==> src/rtl/mc_ctrl_unit.sv <==
// ---------------------------------------------------------------------------
// mc_ctrl_unit -- multi-cycle MIPS control unit
//
// Sequences each instruction through fetch, decode, execute, memory and
// writeback states. All datapath controls are decoded from the current state.
// The unit handshakes with a variable-latency memory through memReady. A
// wait-state watchdog traps into an absorbing FAULT state when a memory
// access stalls for too long.
//
// Build option:
//   MC_CTRL_JUMP_EN  when defined, opcode 000010 (j) executes through the
//                    JUMP state. When undefined, j is treated as an illegal
//                    opcode.
//
// Parameters:
//   MEM_TIMEOUT  maximum number of consecutive memReady-low cycles allowed in
//                a memory state. 0 disables the watchdog.
//
// Ports:
//   clk, rst_n    rising-edge clock, asynchronous active-low reset
//   opcode[5:0]   IR[31:26]
//   zero          ALU zero flag (beq)
//   memReady      memory completes the current access this cycle
//   pcEn, iorD, memRead, memWrite, irWrite, regWrite    enables / address select
//   regDst, memToReg, aluSrcA, aluSrcB[1:0], aluOp[1:0],
//   pcSource[1:0]                                       datapath selects
//   state[3:0]    current state (debug)
//   instrDone     pulse in the final cycle of each instruction
//   illegalOp     pulse on an unsupported opcode
//   memFault      watchdog fault flag; held until reset
// ---------------------------------------------------------------------------
module mc_ctrl_unit #(
  parameter int MEM_TIMEOUT = 15
) (
  input  logic       clk,
  input  logic       rst_n,
  input  logic [5:0] opcode,
  input  logic       zero,
  input  logic       memReady,
  output logic       pcEn,
  output logic       iorD,
  output logic       memRead,
  output logic       memWrite,
  output logic       irWrite,
  output logic       regWrite,
  output logic       regDst,
  output logic       memToReg,
  output logic       aluSrcA,
  output logic [1:0] aluSrcB,
  output logic [1:0] aluOp,
  output logic [1:0] pcSource,
  output logic [3:0] state,
  output logic       instrDone,
  output logic       illegalOp,
  output logic       memFault
);

  typedef enum logic [3:0] {
    FETCH  = 4'd0,
    DECODE = 4'd1,
    MEMADR = 4'd2,
    MEMRD  = 4'd3,
    MEMWB  = 4'd4,
    MEMWR  = 4'd5,
    EXEC   = 4'd6,
    RWB    = 4'd7,
    BRANCH = 4'd8,
    ADDIEX = 4'd9,
    ADDIWB = 4'd10,
    JUMP   = 4'd11,
    FAULT  = 4'd12
  } stateT;

  localparam logic [5:0] OP_RTYPE = 6'b000000;
  localparam logic [5:0] OP_LW    = 6'b100011;
  localparam logic [5:0] OP_SW    = 6'b101011;
  localparam logic [5:0] OP_BEQ   = 6'b000100;
  localparam logic [5:0] OP_ADDI  = 6'b001000;
  localparam logic [5:0] OP_J     = 6'b000010;

  // A zero-width counter is not legal, so keep at least one bit even when
  // the watchdog is disabled.
  localparam int CNT_W   = (MEM_TIMEOUT > 0) ? $clog2(MEM_TIMEOUT + 1) : 1;
  localparam int LIMIT_I = (MEM_TIMEOUT > 0) ? MEM_TIMEOUT - 1 : 0;
  localparam logic [CNT_W-1:0] LIMIT = LIMIT_I[CNT_W-1:0];
  localparam logic WDOG_EN = (MEM_TIMEOUT > 0);

  stateT            stateReg, stateNext;
  logic [CNT_W-1:0] cntReg, cntNext;
  logic             inMemState;
  logic             timeout;

  // ---------------------------------------------------------------------
  // State and watchdog registers
  // ---------------------------------------------------------------------
  always_ff @(posedge clk or negedge rst_n) begin
    if (!rst_n) begin
      stateReg <= FETCH;
      cntReg   <= '0;
    end else begin
      stateReg <= stateNext;
      cntReg   <= cntNext;
    end
  end

  // The counter is held at zero outside the memory states. Every exit from
  // a memory state into another one happens on memReady=1, which also
  // clears it. As a result, each memory state is always entered with a
  // count of zero.
  always_comb begin
    inMemState = (stateReg == FETCH) || (stateReg == MEMRD) || (stateReg == MEMWR);
    if (!inMemState || memReady) begin
      cntNext = '0;
    end else begin
      cntNext = cntReg + 1'b1;
    end
    timeout = WDOG_EN && inMemState && !memReady && (cntReg == LIMIT);
  end

  // ---------------------------------------------------------------------
  // Next-state logic and output decode
  // ---------------------------------------------------------------------
  always_comb begin
    stateNext = FETCH;
    pcEn      = 1'b0;
    iorD      = 1'b0;
    memRead   = 1'b0;
    memWrite  = 1'b0;
    irWrite   = 1'b0;
    regWrite  = 1'b0;
    regDst    = 1'b0;
    memToReg  = 1'b0;
    aluSrcA   = 1'b0;
    aluSrcB   = 2'b00;
    aluOp     = 2'b00;
    pcSource  = 2'b00;
    instrDone = 1'b0;
    illegalOp = 1'b0;

    case (stateReg)
      FETCH: begin
        memRead   = 1'b1;
        aluSrcB   = 2'b01;
        irWrite   = memReady;
        pcEn      = memReady;
        stateNext = memReady ? DECODE : FETCH;
      end
      DECODE: begin
        aluSrcB = 2'b11;
        case (opcode)
          OP_RTYPE:      stateNext = EXEC;
          OP_LW, OP_SW:  stateNext = MEMADR;
          OP_BEQ:        stateNext = BRANCH;
          OP_ADDI:       stateNext = ADDIEX;
`ifdef MC_CTRL_JUMP_EN
          OP_J:          stateNext = JUMP;
`endif
          default: begin
            // Unsupported opcode retires immediately as a NOP.
            illegalOp = 1'b1;
            instrDone = 1'b1;
            stateNext = FETCH;
          end
        endcase
      end
      MEMADR: begin
        aluSrcA   = 1'b1;
        aluSrcB   = 2'b10;
        stateNext = (opcode == OP_SW) ? MEMWR : MEMRD;
      end
      MEMRD: begin
        memRead   = 1'b1;
        iorD      = 1'b1;
        stateNext = memReady ? MEMWB : MEMRD;
      end
      MEMWB: begin
        memToReg  = 1'b1;
        regWrite  = 1'b1;
        instrDone = 1'b1;
        stateNext = FETCH;
      end
      MEMWR: begin
        memWrite  = 1'b1;
        iorD      = 1'b1;
        instrDone = memReady;
        stateNext = memReady ? FETCH : MEMWR;
      end
      EXEC: begin
        aluSrcA   = 1'b1;
        aluOp     = 2'b10;
        stateNext = RWB;
      end
      RWB: begin
        regDst    = 1'b1;
        regWrite  = 1'b1;
        instrDone = 1'b1;
        stateNext = FETCH;
      end
      BRANCH: begin
        aluSrcA   = 1'b1;
        aluOp     = 2'b01;
        pcSource  = 2'b01;
        pcEn      = zero;
        instrDone = 1'b1;
        stateNext = FETCH;
      end
      ADDIEX: begin
        aluSrcA   = 1'b1;
        aluSrcB   = 2'b10;
        stateNext = ADDIWB;
      end
      ADDIWB: begin
        regWrite  = 1'b1;
        instrDone = 1'b1;
        stateNext = FETCH;
      end
`ifdef MC_CTRL_JUMP_EN
      JUMP: begin
        pcSource  = 2'b10;
        pcEn      = 1'b1;
        instrDone = 1'b1;
        stateNext = FETCH;
      end
`endif
      FAULT: begin
        stateNext = FAULT;
      end
      default: begin
        // Unused codes (and JUMP when jumps are disabled) recover to FETCH.
        stateNext = FETCH;
      end
    endcase

    // A stalled access that hits the limit overrides the hold.
    if (timeout) begin
      stateNext = FAULT;
    end
  end

  assign state    = stateReg;
  assign memFault = (stateReg == FAULT);

endmodule

==> config.mk <==
export PLATFORM = sky130hd
export DESIGN_NAME = mc_ctrl_unit
export DESIGN_NICKNAME = d
export VERILOG_FILES = /design/src/rtl/mc_ctrl_unit.sv
export SDC_FILE = /design/constraint.sdc
export NUM_CORES = 1
export LEC_CHECK = 0
export CORE_ASPECT_RATIO = 1.1
export CORE_UTILIZATION = 46
export CTS_CLUSTER_DIAMETER = 100
export DETAILED_ROUTE_END_ITERATION = 8
export PLACE_DENSITY_LB_ADDON = 0.08
export SLEW_MARGIN = 10
export SYNTH_ARGS = -nofsm -noshare
export SYNTH_HDL_FRONTEND = slang
export SYNTH_SLANG_ARGS = --single-unit
==> constraint.sdc <==
create_clock -name clk -period 4 [get_ports clk]
set_input_delay 0.6 -clock clk [delete_from_list [all_inputs] [get_ports clk]]
set_output_delay 0.6 -clock clk [all_outputs]
set_load 0.01 [all_outputs]
**Word-level counts from Yosys, hierarchy flattened**

Index checks and enable logic that the tools add are counted.

- Bits in registers: 8
- Input port bits: 10
- Logic and storage cells: 59

- $add $sub $neg: 1
- Eq/ne operators: 16
- Multiplexer cells: 23
- Reductions and logical operators: 17

Operator list:

| operator | number |
|---|---|
| case mux 4 bit (8 select lines) | 1 |
| == test 4 bit (second input constant) | 5 |
| == test 4 x 3 -> 1 bit (second input constant) | 4 |
| case mux 4 bit (4 select lines) | 1 |
| == test 6 bit (second input constant) | 2 |
| 2-to-1 mux 1 bit | 12 |
| 2-to-1 mux 3 bit | 3 |
| == test 4 x 2 -> 1 bit (second input constant) | 2 |
| 2-to-1 mux 4 bit | 2 |
| OR reduction 2 bit | 4 |
| OR reduction 4 bit | 2 |
| == test 6 x 3 -> 1 bit (second input constant) | 1 |
| == test 6 x 4 -> 1 bit (second input constant) | 1 |
| zero test 6 bit | 1 |
| case mux 2 bit (3 select lines) | 1 |
| OR reduction 5 bit | 1 |
| adder 4 x 1 -> 4 bit (second input constant) | 1 |
| == test 4 x 1 -> 1 bit (second input constant) | 1 |
| zero test 4 bit | 1 |
| case mux 2 bit (2 select lines) | 1 |
| logical OR 1 bit | 3 |
| case mux 1 bit (3 select lines) | 1 |
| OR reduction 3 bit | 1 |
| logical AND 1 bit | 2 |
| other kinds (2) | 3 |

**Longest topological paths before layout**

Gate-level depths: netlist of run 1.

- Word-level depth: 6
- Gate-level depth with buffers: 6
- Gate-level depth less buffers: 5

**Worst setup path before layout of run 1**

Ideal clock, no wire load.

- Kind: input -> output
- Start point: in opcode[1]
- End point: out instrDone
- Data arrival time: 1705 ps
- Required time: 3400 ps
- Path slack: 1695 ps
- Cell stages on the path: 4
- Path buffers: 0
- Cell sequence: or3_4 o22ai_2 a2111oi_2 or3_1

- Cells in the longest elaborated chain, start to end: 4
- Elaborated cells between the ends (all ways): 8
- Those cells by class: eq/ne (4); mux (2); reduce/logical (2)

RTL lines:

| what | line | RTL |
|---|---|---|
| start: declaration | 37 | `input logic [5:0] opcode,` |
| == test 6 bit, or another cell as far along | 150 | `case (opcode)` |
| OR reduction 5 bit (no line) * | n/a |  |
| 2-to-1 mux 1 bit * | 150 |  |
| case mux 1 bit (3 select lines) * | 140 | `case (stateReg)` |
| end: declaration | 53 | `output logic instrDone,` |

Mark *: on every way between the ends. The rest lies on a longest branch, timed or not.

**Final worst setup path of run 1**

Ends and elaborated chain as after synthesis.

==> impl_metrics.env, run 1 <==
export IMPL_start_util=0.503
export IMPL_power_switching_uw=258
export IMPL_final_cell_mix="clkdlybuf4s50_1, nor2_1, dfrtp_1, nor3_1, and3_1"
export IMPL_numCtsBuffers=3
export IMPL_drive_gt1_frac=0.0698
export IMPL_dp_hpwl_mm=1.51
export IMPL_dp_slack_ns=0.784
export IMPL_dr_first_iter_drc_count=22
export IMPL_final_area_um2=1100
export IMPL_leakage_nw=0.446
export IMPL_coreArea_um2=1600
export IMPL_tightestPinTransition_ns=0.665
export IMPL_insertion_delay_ns=0.24
export IMPL_end_kind="primary output"
export IMPL_synth_area_um2=802
export IMPL_clockBufferDepth=2
export IMPL_drt_total_wl_mm=1.95
export IMPL_ys_ff_latch=8
export IMPL_synth_cell_types=38
export IMPL_postRouteAntennaNets=0
export IMPL_cts_tree="yes"
export IMPL_multi_input_area_um2=536
export IMPL_num_io_pins=32
export IMPL_grt_pass1_vias=754
export IMPL_tns_ns=0
export IMPL_antenna_found_initial=0
export IMPL_grt_pass1_wl_mm=3.26
export IMPL_fp_dieH_um=45.8
export IMPL_cp_required_ns=3.40
export IMPL_cts_hold_buf=0
export IMPL_path_class="in -> out"
export IMPL_start_kind="primary input"
export IMPL_final_nets=143
export IMPL_fin_skew_ns=0.000351
export IMPL_synth_area_top_cells="dfrtp_1, nor2_1, and3_1"
export IMPL_postCtsSetupBuffers=0
export IMPL_postCtsResizedCells=0
export IMPL_firstDrtPassIters=4
export IMPL_area_delta_synth_final_pct=37.0
export IMPL_ys_warn_count=0
export IMPL_clk_pin_slew_ns=0.05
export IMPL_syn_avg_cell_area_um2=7.64
export IMPL_rows=15
export IMPL_comb_power_share=0.629
export IMPL_power_density_nw_per_um2=561
export IMPL_synth_fp_nets=117
export IMPL_swShare=0.420
export IMPL_status="completed"
export IMPL_whs_ns=0.498
export IMPL_rr_worst_depth=4
export IMPL_maxCapViolations=0
export IMPL_mostFrequentLayoutCell="clkdlybuf4s50_1"
export IMPL_io_buffers=30
export IMPL_power_internal_uw=357
export IMPL_overflow=0
export IMPL_seqCellArea_um2=200
export IMPL_gp_congestion=0.875
export IMPL_clockPowerShare=0.093
export IMPL_finalHoldViolations=0
export IMPL_finalSetupViolations=0
export IMPL_cts_sinks=8
export IMPL_max_slew_margin=0.556
export IMPL_fin_crit_ns=3.22
export IMPL_irDropWorstVdd_mv=0.397
export IMPL_dieWidth_um=41.8
export IMPL_hp_class="reg -> reg"
export IMPL_critPathMaxFanout=5
export IMPL_rsz0062_at_grt="false"
export IMPL_drt_wirelength_per_cell_um=13.4
export IMPL_power_frac_seq=0.278
export IMPL_min_delay_path_depth=1
export IMPL_seq_area_frac_synth=0.250
export IMPL_yosys_area_top_type="dfrtp_1"
export IMPL_drc=0
export IMPL_diodes=0
export IMPL_post_dp_cell_area_um2=1080
export IMPL_htree_levels=1
export IMPL_grt_max_degree=23
export IMPL_nFillCells=143
export IMPL_synth_top_cell_area_share=0.250
export IMPL_fin_ws_ns=0.779
export IMPL_via_count=865
export IMPL_cp_data_arrival_time_ns=2.62
export IMPL_grt_usage=0.219
export IMPL_dieArea_um2=1910
export IMPL_maxSlewViolCount=0
export IMPL_fmax_mhz=310
export IMPL_period_share=0.805
export IMPL_synthCells=105
export IMPL_vias_per_cell=5.92
export IMPL_cts_root_buf="clkbuf_4"
-- path summary, 6_finish.rpt --
path | start | endpoint | slack [ns]
min in group asynchronous | rst_n | cntReg[3] | 0.62
max in group asynchronous | rst_n | cntReg[0] | 3.14
worst min-delay path | cntReg[0] | cntReg[0] | 0.50
worst min register to register | cntReg[0] | cntReg[0] | 0.50
worst max-delay path | opcode[1] | instrDone | 0.78
worst max register to register | state[2] | state[2] | 2.20
-- metrics by stage --
step / power (mW) / std cells / utilization
2_1_floorplan: 0.385 / 105 / -
3_3_place_gp: 0.551 / 143 / 0.675
3_5_place_dp: 0.561 / 143 / 0.675
4_1_cts: 0.622 / 146 / 0.689
5_1_grt: 0.666 / 146 / 0.689
6_report: 0.616 / 146 / 0.689
-- synth_stat cells --
| cell | number |
|---|---|
| a2111oi_2 | 1 |
| a21oi_1 | 3 |
| a21bo_2 | 1 |
| or3_1 | 3 |
| nand2b_1 | 5 |
| inv_2 | 1 |
| buf_1 | 1 |
| dfrtp_1 | 8 |
| a22oi_2 | 1 |
| a31oi_1 | 2 |
| o22ai_2 | 1 |
| a221oi_1 | 1 |
| xnor2_1 | 4 |
| nor2b_1 | 1 |
| ha_1 | 2 |
| nor4b_1 | 1 |
| o21ai_0 | 3 |
| and3_1 | 6 |
| a21o_1 | 1 |
| nand3_1 | 5 |
| o31ai_1 | 1 |
| xor2_1 | 1 |
| inv_1 | 4 |
| nor2_1 | 16 |
| buf_2 | 5 |
| mux2i_1 | 1 |
| o32a_1 | 3 |
| nor3_1 | 7 |
| conb_1 | 1 |
| nand3b_1 | 2 |
| o22ai_1 | 2 |
| and2_1 | 2 |
| clkbuf_1 | 1 |
| nand2_1 | 2 |
| o21bai_1 | 2 |
| or3_4 | 1 |
| nor4bb_1 | 1 |
| buf_4 | 2 |
-- critical path, stage by stage --
cell and delay (ns):
clkdlybuf4s50_1 0.44, or3_4 0.43, o22ai_2 0.19, a2111oi_2 0.10, or3_1 0.39, clkdlybuf4s50_1 0.48
-- flip-flops by register name (all words and copies together) (netlist names) --
name    cells
cntReg      4
state       4
-- power groups by stage --
stage | clock network (mW) | logic, mW | registers (mW)
5_1_grt | 0.0649 | 0.421 | 0.180
3_5_place_dp | 0 | 0.388 | 0.172
6_report | 0.0575 | 0.387 | 0.171
3_3_place_gp | 0 | 0.383 | 0.168
2_1_floorplan | 0 | 0.255 | 0.130
4_1_cts | 0.0599 | 0.391 | 0.171
-- layout make-up --
| cell class | instances | area share |
|---|---|---|
| Clock buffer | 3 | 0.0205 |
| Tap cell | 17 | 0.0194 |
| Timing Repair Buffer | 30 | 0.273 |
| Sequential cell | 8 | 0.182 |
| Inverter | 5 | 0.0171 |
| Multi-Input combinational cell | 83 | 0.487 |
-- layer usage --
layer | wire length (um) | part of all wire | track usage
met1 | 797 | 0.41 | 0.262
met2 | 1040 | 0.53 | 0.419
met3 | 94 | 0.048 | 0.0119
met4 | 23 | 0.012 | 0.0774
met5 | 0 | 0 | 0
-- logic make-up after synthesis --
group | count (synthesis) | synth area share
other | 1 | 0.00468
flip-flops | 8 | 0.250
buffers and inverters | 14 | 0.0827
AO/OA/AOI/OAI | 22 | 0.217
adder cells (fa/ha/maj) | 2 | 0.0312
XOR/XNOR | 5 | 0.0546
multiplexers | 1 | 0.0125
AND/OR/NAND/NOR | 52 | 0.348
Power figures use the tool's default switching activity.
==> run 2: changes to the inputs <==
Settings changed: CORE_UTILIZATION 46 to 42.
Clock period 4 ns to 3.1 ns, I/O delays scaled along.
==> run 2 against run 1 <==
  * The flow now finishes with violations (design-rule violations)
  * Worst hold slack got worse by 0.0051 ns
  * Sequential share of layout area fell by 0.14 points
  * Utilization fell by 6.7 points
  * Global-route usage fell by 1.6 points
  * Clock-buffer cell count did not move
  * Combinational power rose by 40%
  * Register-to-register slack got worse by 0.97 ns
  * Via count fell by 0.35%
  * Sequential cell count did not move
  * First-iteration DRC count fell by 32%
  * Die area rose by 9.1%
  * Clock power rose by 28%
  * Critical endpoint unchanged
==> impl_metrics.env, run 2 (same netlist as run 1, synthesis figures left out) <==
export IMPL_status="finished with violations"
export IMPL_violations="design-rule violations"
export IMPL_coreArea_um2=1780
export IMPL_antenna_found_initial=0
export IMPL_grt_max_degree=23
export IMPL_finalSetupViolations=0
export IMPL_end_kind="primary output"
export IMPL_insertion_delay_ns=0.24
export IMPL_power_uw=805
export IMPL_postRouteAntennaNets=0
export IMPL_fmax_mhz=340
export IMPL_cp_required_ns=2.63
export IMPL_hp_class="in -> async"
export IMPL_reg2reg_to="state[2]"
export IMPL_numCtsBuffers=3
export IMPL_dieWidth_um=43.7
export IMPL_drive_gt1_frac=0.0769
export IMPL_maxSlewViolCount=0
export IMPL_fin_skew_ns=0.000790
export IMPL_r2r_slack_ns=1.23
export IMPL_area_delta_synth_final_pct=38.1
export IMPL_drc=3
export IMPL_mostFrequentLayoutCell="clkdlybuf4s50_1"
export IMPL_via_count=862
export IMPL_drt_total_wl_mm=2.01
export IMPL_period_share=0.950
export IMPL_rsz0062_at_grt="false"
export IMPL_cts_sinks=8
export IMPL_cts_hold_buf=0
export IMPL_final_cell_mix="clkdlybuf4s50_1, nor2_1, dfrtp_1, nor3_1, and3_1"
export IMPL_start_util=0.450
export IMPL_gp_congestion=0.860
export IMPL_cp_data_arrival_time_ns=2.48
export IMPL_critPathMaxFanout=5
export IMPL_rows=16
export IMPL_firstDrtPassIters=6
export IMPL_grt_pass1_vias=739
export IMPL_diodes=0
export IMPL_tightestPinTransition_ns=0.665
export IMPL_leakage_nw=0.451
export IMPL_dp_hpwl_mm=1.54
export IMPL_overflow=0
export IMPL_finalHoldViolations=0
export IMPL_grt_pass1_wl_mm=3.08
export IMPL_vias_per_cell=5.82
export IMPL_max_slew_margin=0.557
export IMPL_power_density_nw_per_um2=727
export IMPL_dr_first_iter_drc_count=15
export IMPL_clk_pin_slew_ns=0.05
export IMPL_worstSetupEndpoint="instrDone"
export IMPL_r2r_start="state[2]"
export IMPL_cts_tree="yes"
export IMPL_io_buffers=30
export IMPL_postCtsSetupBuffers=0
export IMPL_maxCapViolations=0
export IMPL_htree_levels=1
export IMPL_path_class="in -> out"
export IMPL_tns_ns=0
export IMPL_drt_wirelength_per_cell_um=13.6
export IMPL_fin_crit_ns=2.94
export IMPL_clockBufferDepth=2
export IMPL_worstSetupStartpoint="opcode[1]"
export IMPL_grt_usage=0.202
export IMPL_final_nets=144
export IMPL_rr_worst_depth=4
export IMPL_cts_root_buf="clkbuf_4"
export IMPL_fp_dieH_um=47.8
export IMPL_start_kind="primary input"
export IMPL_num_io_pins=32
export IMPL_postCtsResizedCells=0
export IMPL_irDropWorstVdd_mv=0.504
export IMPL_dieArea_um2=2090
## run 2: changes by cell type in the layout (fill, tap and decap cells not counted), sizes merged
cell and change:
buf +1
## run 2: per-stage QoR
stage / util / std cells / cell area (um2) / setup slack [ns] / hold WS [ns]
after global placement: 0.609 / 145 / 1080 / 0.172 / 0.487
after CTS: 0.621 / 148 / 1110 / 0.145 / 0.491
final: 0.621 / 148 / 1110 / 0.156 / 0.493
after floorplan: - / 105 / 802 / 1.06 / 0.169
after global routing: 0.621 / 148 / 1110 / 0.0654 / 0.513
after detailed placement: 0.609 / 145 / 1080 / 0.153 / 0.496
## run 2: routing by layer
| metal | up-vias | share of wire | global-route usage |
|---|---|---|---|
| li1 | 424 | - | - |
| met1 | 418 | 0.42 | 0.237 |
| met5 | - | 0 | 0 |
| met3 | 0 | 0.029 | 0.0340 |
| met4 | 0 | 0 | 0.113 |
| met2 | 20 | 0.55 | 0.358 |
## run 2: where the power goes
group | switching, mW | internal, mW | total (mW)
clock | 0.0299 | 0.0439 | 0.0738
sequential | 0.0563 | 0.132 | 0.188
combinational | 0.251 | 0.293 | 0.543
total | 0.337 | 0.468 | 0.805
## run 2: worst min-delay path by stage
stage	to	start
6_report	state[2]	rst_n
5_1_grt	state[1]	rst_n
4_1_cts	cntReg[0]	rst_n
3_5_place_dp	cntReg[0]	cntReg[0]
3_3_place_gp	cntReg[0]	cntReg[0]
2_1_floorplan	cntReg[0]	rst_n
## run 2: worst max-delay path: stages
cell             delay, ns
clkdlybuf4s50_1       0.43
or3_4                 0.43
o22ai_2               0.19
a2111oi_2             0.10
or3_1                 0.38
clkdlybuf4s50_1       0.48
## run 2: layout make-up
class | instances | area, um2
Tap cell | 18 | 22.5
Multi-Input combinational cell | 83 | 536
Clock buffer | 3 | 22.5
Timing Repair Buffer | 31 | 308
Fill cell | 168 | 674
Inverter | 5 | 18.8
Sequential cell | 8 | 200
